[src/rtl/alu_pkg.sv]
// ============================================================================
// Module   : alu_pkg
// Purpose  : Shared constants for the 5-bit ALU sequencer/logger pair:
//            opcode encodings, default operand width and the bit offsets of
//            the fields inside a logged result word {V, C, Z, OP, result}.
// Revision : 1.0 - initial release
// ============================================================================
`default_nettype none

package alu_pkg;

    // Default operand/result width, shared with the operand sequencer.
    localparam int ALU_WIDTH = 5;

    // Opcode encodings.
    localparam logic OP_ADD = 1'b0;
    localparam logic OP_SUB = 1'b1;

    // Field offsets inside a result word for the default width.
    // The word is {V, C, Z, OP, result[ALU_WIDTH-1:0]}.
    localparam int RES_LSB = 0;
    localparam int OP_BIT  = ALU_WIDTH;
    localparam int Z_BIT   = ALU_WIDTH + 1;
    localparam int C_BIT   = ALU_WIDTH + 2;
    localparam int V_BIT   = ALU_WIDTH + 3;

endpackage : alu_pkg

`default_nettype wire

[src/rtl/result_fifo.sv]
// ============================================================================
// Module   : result_fifo
// Purpose  : Parameterised show-ahead FIFO. The head entry is presented on
//            data_o whenever the FIFO is not empty (0 when empty). A push
//            into a full FIFO without a same-cycle pop is refused and flagged
//            on drop_o for that cycle.
// Ports    : clk, reset      - clock, synchronous active-high reset
//            push_i, data_i  - write request and data
//            pop_i           - read request (ignored while empty)
//            data_o, valid_o - head entry / not-empty
//            full_o          - DEPTH entries held
//            accept_o        - push was written this cycle
//            drop_o          - push was discarded this cycle
// Revision : 1.0 - initial release
// ============================================================================
`default_nettype none

module result_fifo #(
    parameter int W     = 9,
    parameter int DEPTH = 4
) (
    input  logic         clk,
    input  logic         reset,
    input  logic         push_i,
    input  logic [W-1:0] data_i,
    input  logic         pop_i,
    output logic [W-1:0] data_o,
    output logic         valid_o,
    output logic         full_o,
    output logic         accept_o,
    output logic         drop_o
);

    localparam int AW = (DEPTH > 1) ? $clog2(DEPTH) : 1;
    localparam logic [AW:0] C_DEPTH_CNT = (AW+1)'(DEPTH);

    logic [W-1:0]  mem_q [DEPTH];
    logic [AW-1:0] wr_ptr_q;
    logic [AW-1:0] rd_ptr_q;
    logic [AW:0]   cnt_q;

    logic w_pop;

    assign valid_o  = (cnt_q != '0);
    assign full_o   = (cnt_q == C_DEPTH_CNT);
    assign w_pop    = pop_i && valid_o;
    // A pop in the same cycle frees a slot, so a push into a full FIFO is
    // still accepted when the head is leaving.
    assign accept_o = push_i && (!full_o || w_pop);
    assign drop_o   = push_i && full_o && !w_pop;
    assign data_o   = valid_o ? mem_q[rd_ptr_q] : '0;

    always_ff @(posedge clk) begin
        if (reset) begin
            wr_ptr_q <= '0;
            rd_ptr_q <= '0;
            cnt_q    <= '0;
        end else begin
            if (accept_o) begin
                wr_ptr_q <= wr_ptr_q + AW'(1);
            end
            if (w_pop) begin
                rd_ptr_q <= rd_ptr_q + AW'(1);
            end
            case ({accept_o, w_pop})
                2'b10:   cnt_q <= cnt_q + (AW+1)'(1);
                2'b01:   cnt_q <= cnt_q - (AW+1)'(1);
                default: cnt_q <= cnt_q;
            endcase
        end
    end

    // Storage needs no reset: the occupancy counter masks stale entries.
    always_ff @(posedge clk) begin
        if (accept_o) begin
            mem_q[wr_ptr_q] <= data_i;
        end
    end

endmodule : result_fifo

`default_nettype wire

[src/rtl/alu_exec_logger.sv]
// ============================================================================
// Module   : alu_exec_logger
// Purpose  : Samples A/B/OP on in_valid, executes add/sub with V/C/Z flags
//            one cycle later and logs {V, C, Z, OP, result} into a
//            show-ahead result FIFO. Counts logged results (wrapping) and
//            keeps a sticky flag for results dropped on a full FIFO.
// Ports    : clk, reset            - clock, synchronous active-high reset
//            in_valid, A, B, OP    - operation input (OP: 0 add, 1 sub)
//            rd_en                 - pop the FIFO head
//            out_valid, out_word   - FIFO not empty / head entry
//            full                  - FIFO holds DEPTH entries
//            op_count              - results written, modulo 2^CNT_W
//            drop_err              - sticky overflow-drop flag
// Macro    : ALU_SAT_EN - unsigned saturation of the result on carry/borrow
//            (flags still report the raw condition; Z follows the
//            saturated result). Port list is identical in both builds.
// Revision : 1.0 - initial release
// ============================================================================
`default_nettype none

module alu_exec_logger
    import alu_pkg::*;
#(
    parameter int WIDTH = ALU_WIDTH,
    parameter int DEPTH = 4,
    parameter int CNT_W = 8
) (
    input  logic             clk,
    input  logic             reset,
    input  logic             in_valid,
    input  logic [WIDTH-1:0] A,
    input  logic [WIDTH-1:0] B,
    input  logic             OP,
    input  logic             rd_en,
    output logic             out_valid,
    output logic [WIDTH+3:0] out_word,
    output logic             full,
    output logic [CNT_W-1:0] op_count,
    output logic             drop_err
);

    // Stage 1: operand registers
    logic [WIDTH-1:0] a_q;
    logic [WIDTH-1:0] b_q;
    logic             op_q;
    logic             s1_valid_q;

    always_ff @(posedge clk) begin
        if (reset) begin
            s1_valid_q <= 1'b0;
        end else begin
            s1_valid_q <= in_valid;
        end
    end

    // Data registers hold their value while no operation is issued.
    always_ff @(posedge clk) begin
        if (in_valid) begin
            a_q  <= A;
            b_q  <= B;
            op_q <= OP;
        end
    end

    // Stage 2: execute; the FIFO write is the stage-2 register
    logic [WIDTH:0]   w_sum;
    logic [WIDTH:0]   w_diff;
    logic [WIDTH-1:0] w_raw;
    logic [WIDTH-1:0] w_res;
    logic             w_carry;
    logic             w_ovf;
    logic             w_zero;
    logic [WIDTH+3:0] w_word;

    assign w_sum  = {1'b0, a_q} + {1'b0, b_q};
    // The extra MSB of the widened difference is the unsigned borrow.
    assign w_diff = {1'b0, a_q} - {1'b0, b_q};

    always_comb begin
        w_raw   = w_sum[WIDTH-1:0];
        w_carry = w_sum[WIDTH];
        w_ovf   = (a_q[WIDTH-1] == b_q[WIDTH-1]) && (w_sum[WIDTH-1] != a_q[WIDTH-1]);
        if (op_q == OP_SUB) begin
            w_raw   = w_diff[WIDTH-1:0];
            w_carry = w_diff[WIDTH];
            w_ovf   = (a_q[WIDTH-1] != b_q[WIDTH-1]) && (w_diff[WIDTH-1] != a_q[WIDTH-1]);
        end
        w_res = w_raw;
`ifdef ALU_SAT_EN
        // Clamp to the unsigned range: carry on add saturates high,
        // borrow on subtract saturates low.
        if (w_carry) begin
            w_res = (op_q == OP_SUB) ? '0 : '1;
        end
`endif
        w_zero = (w_res == '0);
        w_word = {w_ovf, w_carry, w_zero, op_q, w_res};
    end

    // Result FIFO
    logic w_accept;
    logic w_drop;

    result_fifo #(
        .W     (WIDTH + 4),
        .DEPTH (DEPTH)
    ) u_result_fifo (
        .clk      (clk),
        .reset    (reset),
        .push_i   (s1_valid_q),
        .data_i   (w_word),
        .pop_i    (rd_en),
        .data_o   (out_word),
        .valid_o  (out_valid),
        .full_o   (full),
        .accept_o (w_accept),
        .drop_o   (w_drop)
    );

    // Counter and sticky drop flag
    logic [CNT_W-1:0] cnt_q;
    logic [CNT_W-1:0] cnt_d;
    logic             drop_q;
    logic             drop_d;

    assign cnt_d  = w_accept ? cnt_q + CNT_W'(1) : cnt_q;
    assign drop_d = drop_q || w_drop;

    always_ff @(posedge clk) begin
        if (reset) begin
            cnt_q  <= '0;
            drop_q <= 1'b0;
        end else begin
            cnt_q  <= cnt_d;
            drop_q <= drop_d;
        end
    end

    assign op_count = cnt_q;
    assign drop_err = drop_q;

endmodule : alu_exec_logger

`default_nettype wire

[config.mk]
export PLATFORM = sky130hd
export DESIGN_NAME = alu_exec_logger
export DESIGN_NICKNAME = d
export VERILOG_FILES = /design/src/rtl/alu_pkg.sv /design/src/rtl/result_fifo.sv /design/src/rtl/alu_exec_logger.sv
export SDC_FILE = /design/constraint.sdc
export NUM_CORES = 1
export LEC_CHECK = 0
export ABC_CLOCK_PERIOD_IN_PS = 7100
export BUFFER_PORTS_ARGS = -buffer_cell sky130_fd_sc_hd__buf_2
export CAP_MARGIN = 20
export CORE_ASPECT_RATIO = 1.4
export CORE_MARGIN = 5
export CORE_UTILIZATION = 34
export CTS_CLUSTER_DIAMETER = 100
export DETAILED_ROUTE_END_ITERATION = 16
export PLACE_DENSITY = 0.59
export SYNTH_ARGS = -nofsm -noshare
export SYNTH_HDL_FRONTEND = slang
export SYNTH_SLANG_ARGS = --single-unit
[constraint.sdc]
create_clock -name clk -period 7.1 [get_ports clk]
set_input_delay 1.065 -clock clk [delete_from_list [all_inputs] [get_ports clk]]
set_output_delay 1.065 -clock clk [all_outputs]
set_load 0.02 [all_outputs]
Yosys cells after proc, flatten, opt, wreduce, memory -nomap -nowiden
Memory sizes are Yosys's and may differ from the RTL's. A register that Yosys moved wholly into a read port is not among the register bits.
Index checks and enable logic that the tools add are counted.
Cells by class
  mux-type cells: 9
  eq/ne operators: 7
  reductions and logical operators: 13
  $add $sub $neg: 7
Operators by type and width (count)
  $mux W9: 1
  $add A8 B1 Y8 const B: 1
  $add A5 B5 Y6: 1
  $logic_and A1 B1 Y1: 6
  $pmux W3 S2: 1
  $sub A5 B5 Y6: 1
  $logic_not A5 Y1: 1
  $mux W5: 1
  $add A2 B1 Y2 const B: 2
  $mux W1: 4
  $mux W2: 2
  $add A3 B1 Y3 const B: 1
  $eq A3 B3 Y1 const B: 1
  $ne A1 B1 Y1: 3
  $reduce_bool A3 Y1: 1
  $sub A3 B1 Y3 const B: 1
  $eq A2 B1 Y1 const B: 1
  $eq A2 B2 Y1 const B: 1
  $logic_not A1 Y1: 2
  $logic_or A1 B1 Y1: 2
  $reduce_bool A2 Y1: 1
  $eq A1 B1 Y1: 1
Word-level totals
  output and inout port bits: 20
  bits in writable memories: 36
  bits of input ports: 15
  memories kept: 1
  register bits: 28
Memory list
  u_result_fifo.mem_q: words 4, bits a word 9, read ports 1, clocked after Yosys merged registers in 1, wr ports 1, line result_fifo.sv:37  | logic [W-1:0] mem_q [DEPTH];

Depth between registers and ports, before layout
Gate-level depths: netlist of run 1.
  depth in word-level cells: 6
  mapped depth: 8
  gate-level depth less buffers: 8

By module
From an unflattened synthesis of run 1, not the netlist that was laid out.
Second synthesis, totals
  cell total of the unflattened synthesis: 242
  area total of the unflattened synthesis: 3153.0 um2
Modules (own cells, without submodules)
  result_fifo: area each 1945.6 um2, cells each 125, seq. area each 1261.2 um2, instances 1
  alu_exec_logger: area each 1207.4 um2, cells each 117, seq. area each 530.5 um2, instances 1

Least setup slack after synthesis of run 1
No wires, ideal clock.
  path kind: input port to flip-flop
  from: in rd_en
  to: reg u_result_fifo.cnt_q[1]
  cell stages on the path: 5
  buffers on the path: 1
  path slack: 4.703 ns
  arrival: 2.274 ns
  path through: or4b_4 -> and2_1 -> buf_6 -> a21oi_2 -> mux2_1
Between the ends
  word-level cells in the longest chain between the ends: 5
RTL lines
  start, declared: line alu_exec_logger.sv:34  | input logic rd_en,
  $logic_and A1 B1 Y1 *: line result_fifo.sv:46  | assign w_pop = pop_i && valid_o;
  $logic_or A1 B1 Y1: line result_fifo.sv:49  | assign accept_o = push_i && (!full_o || w_pop);
  $logic_and A1 B1 Y1: line result_fifo.sv:49
  $eq A2 B1 Y1 or $eq A2 B2 Y1 (tied branches): line result_fifo.sv:65  | case ({accept_o, w_pop})
  $pmux W3 S2 or $reduce_bool A2 Y1 (tied branches)
  end signal, assigned: line result_fifo.sv:66  | 2'b10: cnt_q <= cnt_q + (AW+1)'(1);
  end signal, assigned: line result_fifo.sv:67  | 2'b01: cnt_q <= cnt_q - (AW+1)'(1);
  end signal, assigned: line result_fifo.sv:68  | default: cnt_q <= cnt_q;
  end, declared: line result_fifo.sv:40  | logic [AW:0] cnt_q;
Every way passes the cells marked *; elsewhere a longest branch is shown, timed or not.
A chain may end at the register's enable or synchronous reset.

==> flow_summary.toml, run 1 <==
[run_status]
outcome = "complete, no violations"

[drt]
wirelength_microns = 5392
viasPerCell = 4.795
vias = 1846
ant_nets = 0
wire_per_inst_microns = 14.01
drc = 0
dr.pass1.iters = 4
drt_iter0_markers = 79

[yosys]
synthFlopType = "edfxtp_1"
synthArstFlopShare = 0
yosys.area.top_type = "edfxtp_1"
ys_ff_latch = 66
synth_top_area_frac = 0.4552
synthTopCellsByArea = "edfxtp_1, dfxtp_1, mux4_2, ha_1, xor2_1"
avgSynthCellArea_sq_um = 13.03
yosysMostFrequentCell = "edfxtp_1"
synth-edff-count = 47
seq_area_frac_synth = 0.5779
syn_nets = 271
synthCells = 238
synth.distinct_cells = 43
yosys-top-cells-count = "edfxtp_1, nor2_1, dfxtp_1"
yosysWarnings = 0
synth_area_sq_um = 3100

[timing]
finalCritPeriodShare = 0.4201
timing.fmax_mhz = 335.3
slew_headroom = 0.5865
fin_worst_skew_ns = 0.006382
fin_ws_ns = 4.117
fin_crit_ns = 2.983
fin_setup_tns_ns = 0
rsz0062_at_grt = "false"
maxSlewViolCount = 0
worst_slew_pin_slew_ns = 0.6195
hold_viol = 0
setup_viol = 0

[clocking]
cts.path.max_buffers = 2
post_cts_resize_count = 0
hold_buffers = 0
cts_setup_buffers = 0
clockRootBuffer = "clkbuf_16"
clk_latency_ns = 0.33
cts_made_buffers = 9
clkSinkCount = 66
cts_tree = "yes"
h-tree-depth = 3
cts.clk_slew.worst_paths_ns = 0.05

[layout]
fillerInstances = 841
antennaDiodeCount = 0
nets = 307
drive_above_1_share = 0.2122
syn_to_final_growth_pct = 18.44

[global_route]
antenna_found_initial = 0
grt_overflow = 0
grt_first_pass_wirelength_microns = 9073
grt_max_degree = 20
track_usage = 0.1064
grt_pass1_vias = 1911

[floorplanning]
die_w_microns = 90.71
die-area_sq_um = 11160
core_sq_um = 8977
die_h_microns = 123.0
std_cell_rows = 41
start_util = 0.3454
boundaryPins = 35

[hold_path]
hold_class = "register to register"
min_to = "drop_err"
hp-start = "drop_err"
hold_depth = 2

[critical_path]
reg2reg_to = "u_result_fifo.mem_q[0][6]"
rr_startpoint = "a_q[1]"
worstSetupEndpointType = "output port"
reg2reg_slack_ns = 4.50
worstPathRequired_ns = 6.03
crit_type = "register to output port"
cp-start-kind = "register"
worstPathMaxFanout = 9
worstPathArrival_ns = 1.92
ff2ff_path_depth = 6

[power_and_ir_drop]
p_leak_nw = 1.448
switchingPower_w = 0.0002738
power_density_nw_per_um2 = 299.4
seqPwrFrac = 0.426
clkPwrFrac = 0.414
p_int_w = 0.0008255
swShare = 0.2490
peakVddDrop_mv = 0.1246
pwr-share-comb = 0.160
p_total_w = 0.001099

[place]
portBuffers = 34
place.gp.congestion = 0.8227
dp_slack_ns = 4.442
hpwl_microns = 3857

[flow_run]
maxCapViolCount = 0
[cell usage in the layout, fill, tap and decap left out, types with 3 or more instances in the layout]
master	n
edfxtp_1	47
buf_2	34
nor2_1	20
dfxtp_1	19
inv_1	18
ha_1	15
nor2b_1	12
a21oi_1	11
mux4_2	9
xor2_1	9
clkbuf_16	9
and3_1	7
nor3_1	5
nand3_1	5
xnor2_1	5
nand2_1	4
o21ai_0	4
nand2b_1	3
and2_1	3
nand4_1	3
fa_1	3
[metrics by stage]
step	hold WS (ns)	area, sq um	cells	util
2_1_floorplan	0.4847	3100	238	-
3_3_place_gp	0.4607	3364	370	0.3748
3_5_place_dp	0.4761	3364	370	0.3748
4_1_cts	0.4878	3672	385	0.4091
5_1_grt	0.5463	3672	385	0.4091
6_report	0.4745	3672	385	0.4091
[cell families (layout without fill, tap and decap cells)]
logic type      Yosys count  after routing  synth area share
simple gates             70             70            0.1255
compound gates           30             30           0.06457
flops                    66             66            0.5779
mux                      12             12           0.07546
buf+inv                  28             68           0.03713
xor+xnor                 14             14           0.03955
fa+ha+maj                18             18           0.07990
[worst max path at each step]
stage,from,endpoint,slack [ns],cells after the start
final,register,out_word[7],4.12,3
after global routing,register,out_word[2],3.99,3
after floorplan,rd_en,u_result_fifo.cnt_q[1],4.70,5
after global placement,register,out_word[7],4.45,3
after CTS,register,out_word[7],4.07,3
after detailed placement,register,out_word[7],4.44,3
[sequential cells by signal, indices dropped and copies added (netlist names), named ones only]
signal / flops
op_q: 1
u_result_fifo.rd_ptr_q: 2
s1_valid_q: 1
u_result_fifo.cnt_q: 3
drop_err: 1
a_q: 5
b_q: 5
op_count: 8
u_result_fifo.wr_ptr_q: 2
u_result_fifo.mem_q: 36
[critical path, stage by stage, from the launching register on]
cell,delay [ns]
dfxtp_1,0.71
mux4_2,0.57
nor2b_1,0.15
buf_2,0.16
[metal layers]
metal / share of wire / global-route usage
met1: 0.41 / 0.1117
met2: 0.52 / 0.1823
met3: 0.039 / 0.03530
met4: 0.027 / 0.06890
met5: 0 / 0
[power by group through the flow]
stage | clock (W) | combinational, W | sequential (W)
finish | 0.000455 | 0.000176 | 0.000469
global route | 0.000484 | 0.000198 | 0.000472
detailed placement | 0 | 0.000178 | 0.000477
CTS | 0.000467 | 0.000180 | 0.000469
floorplan | 0 | 0.000139 | 0.000464
global placement | 0 | 0.000176 | 0.000476
[final cells by class]
cell class	count	area (sq um)	share of cell area
tap	107	133.9	0.03646
clock inverter	6	82.58	0.02249
timing repair buffer	35	177.7	0.04838
clock buffer	9	225.2	0.06133
inverter	18	67.56	0.01840
multi-input combinational	144	1194	0.3250
sequential	66	1792	0.4879
No activity file was read; power rests on OpenSTA's default activity.
==> run 2, diff against run 1 <==
- ABC_CLOCK_PERIOD_IN_PS: 7100 -> 2550
- PLACE_DENSITY: 0.59 -> 0.61
- clock period: 7.1 -> 2.55 ns (I/O delays scaled with it)
==> run 2 against run 1 <==
  * Non-clock buffer count grew 3
  * Sequential cell count unchanged
  * Via count increased by 1.3%
  * First-iteration DRC count is 41% higher
  * Worst hold slack lost 0.24 ns
  * Combinational power rose to 3.0 times the previous value
  * Sequential share of layout area up 0.27 points
  * Clock power is 130% higher
  * Critical endpoint is now u_result_fifo.mem_q[3][6]
  * Largest cell class unchanged
  * Largest power group unchanged
  * Highest routed layer unchanged
==> flow_summary.toml, run 2 (same netlist as run 1, synthesis figures left out) <==
[run_status]
outcome = "complete, no violations"

[timing]
setup_viol = 0
fin_ws_ns = 0.2097
fin_worst_skew_ns = 0.005094
holdWs_ns = 0.2343
slew_headroom = 0.6248
fin_crit_ns = 2.340
fin_setup_tns_ns = 0
rsz0062_at_grt = "false"
worst_slew_pin_slew_ns = 0.5569
hold_viol = 0
maxSlewViolCount = 0
finalCritPeriodShare = 0.9178
timing.fmax_mhz = 427.3

[hold_path]
hold_depth = 1
hold_class = "input pin to register"
hp-start = "B[2]"

[critical_path]
cp-start-kind = "register"
worstPathRequired_ns = 2.67
worstSetupEndpointType = "register"
reg2reg_slack_ns = 0.21
cp-endpoint = "u_result_fifo.mem_q[3][6]"
worstPathMaxFanout = 5
startpoint = "b_q[0]"
worstPathArrival_ns = 2.46
ff2ff_path_depth = 7
crit_type = "register to register"
rr_startpoint = "b_q[0]"
reg2reg_to = "u_result_fifo.mem_q[3][6]"

[layout]
nets = 310
antennaDiodeCount = 0
largest_register = "u_result_fifo.mem_q"
final_cell_mix = "edfxtp_1, buf_2, nor2_1, dfxtp_1, inv_1"
final_common_cell = "edfxtp_1"
fin_util = 0.4068
design_area_sq_um = 3652
drive_above_1_share = 0.2214
syn_to_final_growth_pct = 17.80
fillerInstances = 839
largest_register_ffs = 36

[floorplanning]
die_w_microns = 90.71
core_sq_um = 8977
std_cell_rows = 41
boundaryPins = 35
die_h_microns = 123.0
die-area_sq_um = 11160
start_util = 0.3454

[clocking]
cts.clk_slew.worst_paths_ns = 0.05
cts.path.max_buffers = 2
h-tree-depth = 3
cts_setup_buffers = 0
cts_tree = "yes"
clk_latency_ns = 0.32
hold_buffers = 0
cts_made_buffers = 9
clkSinkCount = 66
clockRootBuffer = "clkbuf_16"

[drt]
wire_per_inst_microns = 13.38
viasPerCell = 4.832
dr_wl_met2_microns = 2676
vias = 1870
drt-met1-wl_microns = 2220
met3_length_microns = 161
drc = 0
drt_iter0_markers = 111
highest_layer = "met4"
ant_nets = 0
wirelength_microns = 5178
dr.pass1.iters = 5

[global_route]
track_usage = 0.09685
antenna_found_initial = 0
grt_overflow = 0
grt_max_degree = 20
grt_pass1_vias = 1811
grt_first_pass_wirelength_microns = 8390

[place]
place.gp.congestion = 0.7795
portBuffers = 34
hpwl_microns = 3672
dp_slack_ns = 0.05575
placed_area_sq_um = 3387

[power_and_ir_drop]
peakVddDrop_mv = 0.3824
p_leak_nw = 1.446
power_density_nw_per_um2 = 778.0

[flow_run]
maxCapViolCount = 0
## run 2: cell type report
class	count	area, sq um	share of cell area
Clock buffer	10	229.0	0.06269
Clock inverter	4	21.27	0.005824
Inverter	18	67.56	0.01850
Multi-Input combinational cell	144	1209	0.3309
Sequential cell	66	1792	0.4906
Tap cell	107	133.9	0.03666
Timing Repair Buffer	38	200.2	0.05481
## run 2: worst min path at each step
stage                    end  slack (ns)
finish                b_q[2]        0.23
global placement    drop_err        0.46
CTS                   a_q[3]        0.22
detailed placement  drop_err        0.48
global route          b_q[3]        0.22
floorplan             a_q[0]        0.48
## run 2: report_power, final
group	internal, W	total [W]	leakage, nW	switching [W]
Sequential	0.00124	0.00128	0.594	0.0000427
Combinational	0.000231	0.000529	0.730	0.000299
Clock	0.000637	0.00103	0.122	0.000392
Total	0.00211	0.00284	1.45	0.000734
## run 2: stage by stage
stage	total power (W)	instances
floorplan	0.001680	238
global placement	0.001823	373
detailed placement	0.001833	373
CTS	0.002873	387
global route	0.002984	387
finish	0.002841	387
## run 2: critical path, stage by stage, from the launching register on
cell and delay, ns:
edfxtp_1 0.35, ha_1 0.17, inv_1 0.05, fa_1 0.38
o21bai_1 0.20, a2111oi_0 0.12, a2111o_1 0.51, nor4bb_4 0.36
## run 2: metal layers
layer	vias up	track usage
li1	941	-
met4	0	0.06983
met2	25	0.1600
met3	9	0.02313
met1	895	0.1095
met5	-	0
## run 2: repair_timing
item | 4_1_cts | 5_1_grt
gates resized for setup | 0 | 2
setup endpoints to repair | 0 | 4
hold endpoints to repair | 0 | 0
==> run 3, diff against run 2 <==
- CELL_PAD_IN_SITES_DETAIL_PLACEMENT: not set -> 1
- CELL_PAD_IN_SITES_GLOBAL_PLACEMENT: not set -> 2
- PLACE_DENSITY: 0.61 -> 0.79
==> run 3 against run 2 <==
  * Clock power rose by 16%
  * Core utilization rose by 0.50 points
  * First-iteration DRC count fell by 59%
  * Critical endpoint unchanged
==> flow_summary.toml, run 3 (same netlist as run 1, synthesis figures left out) <==
[critical_path]
cp-start-kind = "register"
worstPathMaxFanout = 5
crit_type = "register to register"
worstPathArrival_ns = 2.48
worstPathRequired_ns = 2.68
worstSetupEndpointType = "register"
rr_startpoint = "b_q[0]"
startpoint = "b_q[0]"

[run_status]
outcome = "complete, no violations"

[floorplanning]
die-area_sq_um = 11160
boundaryPins = 35
die_w_microns = 90.71
die_h_microns = 123.0
std_cell_rows = 41
start_util = 0.3454
core_sq_um = 8977

[timing]
fin_crit_ns = 2.343
setup_viol = 0
slew_headroom = 0.5937
timing.fmax_mhz = 426.8
maxSlewViolCount = 0
rsz0062_at_grt = "false"
holdWs_ns = 0.2246
hold_viol = 0
fin_setup_tns_ns = 0
fin_worst_skew_ns = 0.005621
worst_slew_pin_slew_ns = 0.6086
finalCritPeriodShare = 0.9189

[global_route]
grt_max_degree = 20
track_usage = 0.1177
grt_first_pass_wirelength_microns = 10050
grt_overflow = 0
antenna_found_initial = 0
grt_pass1_vias = 2026

[layout]
antennaDiodeCount = 0
fin_cells = 389
largest_register = "u_result_fifo.mem_q"
largest_register_ffs = 36
final_common_cell = "edfxtp_1"
fin_util = 0.4118
final_cell_mix = "edfxtp_1, buf_2, nor2_1, dfxtp_1, inv_1"
drive_above_1_share = 0.2305
syn_to_final_growth_pct = 19.25
fillerInstances = 935
nets = 310

[clocking]
clockRootBuffer = "clkbuf_16"
cts.path.max_buffers = 2
cts.clk_slew.worst_paths_ns = 0.05
clkSinkCount = 66
cts_tree = "yes"
hold_buffers = 0
h-tree-depth = 3
clk_latency_ns = 0.33
cts_setup_buffers = 0
cts_made_buffers = 9

[flow_run]
maxCapViolCount = 0

[place]
place.gp.congestion = 0.7419
placed_cells = 373
portBuffers = 34
hpwl_microns = 4293

[drt]
vias = 1926
drt_iter0_markers = 45
dr.pass1.iters = 4
drc = 0
wirelength_microns = 6008
ant_nets = 0
wire_per_inst_microns = 15.44
viasPerCell = 4.951

[power_and_ir_drop]
peakVddDrop_mv = 0.3513
p_leak_nw = 1.459
p_total_w = 0.003019
power_density_nw_per_um2 = 816.5

[hold_path]
hold_class = "input pin to register"
hp-start = "B[2]"
==> run 3: cell types whose count changed in the layout (fill, tap and decap cells not counted) <==
| cell | delta |
|---|---|
| clkinv_4 | +1 |
| clkinv_2 | -1 |
| clkbuf_1 | -1 |
| clkinvlp_4 | +2 |
| bufinv_16 | +1 |
==> run 3: where the power goes <==
part / internal (W) / leakage, nW / total [W] / switching (W)
registers: 0.00124 / 0.594 / 0.00129 / 0.0000469
clock network: 0.000751 / 0.135 / 0.00119 / 0.000441
logic: 0.000235 / 0.730 / 0.000541 / 0.000307
==> run 3: path summary, 6_finish.rpt <==
kind                            cells after the start                        end  slack [ns]
worst max-delay path                                7  u_result_fifo.mem_q[3][6]        0.21
worst min-delay path                                1                     b_q[2]        0.22
worst max register to register                      7  u_result_fifo.mem_q[3][6]        0.21
worst min register to register                      2                   drop_err        0.50
==> run 3: timing repair <==
action / 4_1_cts / 5_1_grt
endpoints found under the hold margin: 0 / 0
endpoints found under the setup margin: 4 / 4
gates resized for setup: 1 / 1
==> run 3: through the flow <==
stage | area (sq um) | worst slack, ns
5_1_grt | 3697 | 0.05040
3_5_place_dp | 3387 | 0.01867
2_1_floorplan | 3100 | 0.3189
6_report | 3697 | 0.2068
3_3_place_gp | 3387 | 0.1582
4_1_cts | 3689 | 0.1238
==> run 3: final cells by class <==
| cell class | count | area, sq um | area share |
|---|---|---|---|
| multi-input combinational | 144 | 1209 | 0.3269 |
| timing repair buffer | 38 | 200.2 | 0.05415 |
| sequential | 66 | 1792 | 0.4846 |
| tap | 107 | 133.9 | 0.03621 |
| clock inverter | 7 | 70.07 | 0.01895 |
| inverter | 18 | 67.56 | 0.01827 |
| clock buffer | 9 | 225.2 | 0.06091 |
==> run 3: metal layers <==
layer	share of wire	vias to the layer above	GRT usage
li1	-	940	-
met1	0.40	948	0.1236
met2	0.55	29	0.2086
met3	0.033	9	0.03348
met4	0.022	0	0.06983
met5	0	-	0
==> run 3: critical path: stages (launching register included) <==
cell	delay [ns]
edfxtp_1	0.35
ha_1	0.16
inv_1	0.05
fa_1	0.39
o21bai_1	0.20
a2111oi_0	0.14
a2111o_1	0.51
nor4bb_4	0.35
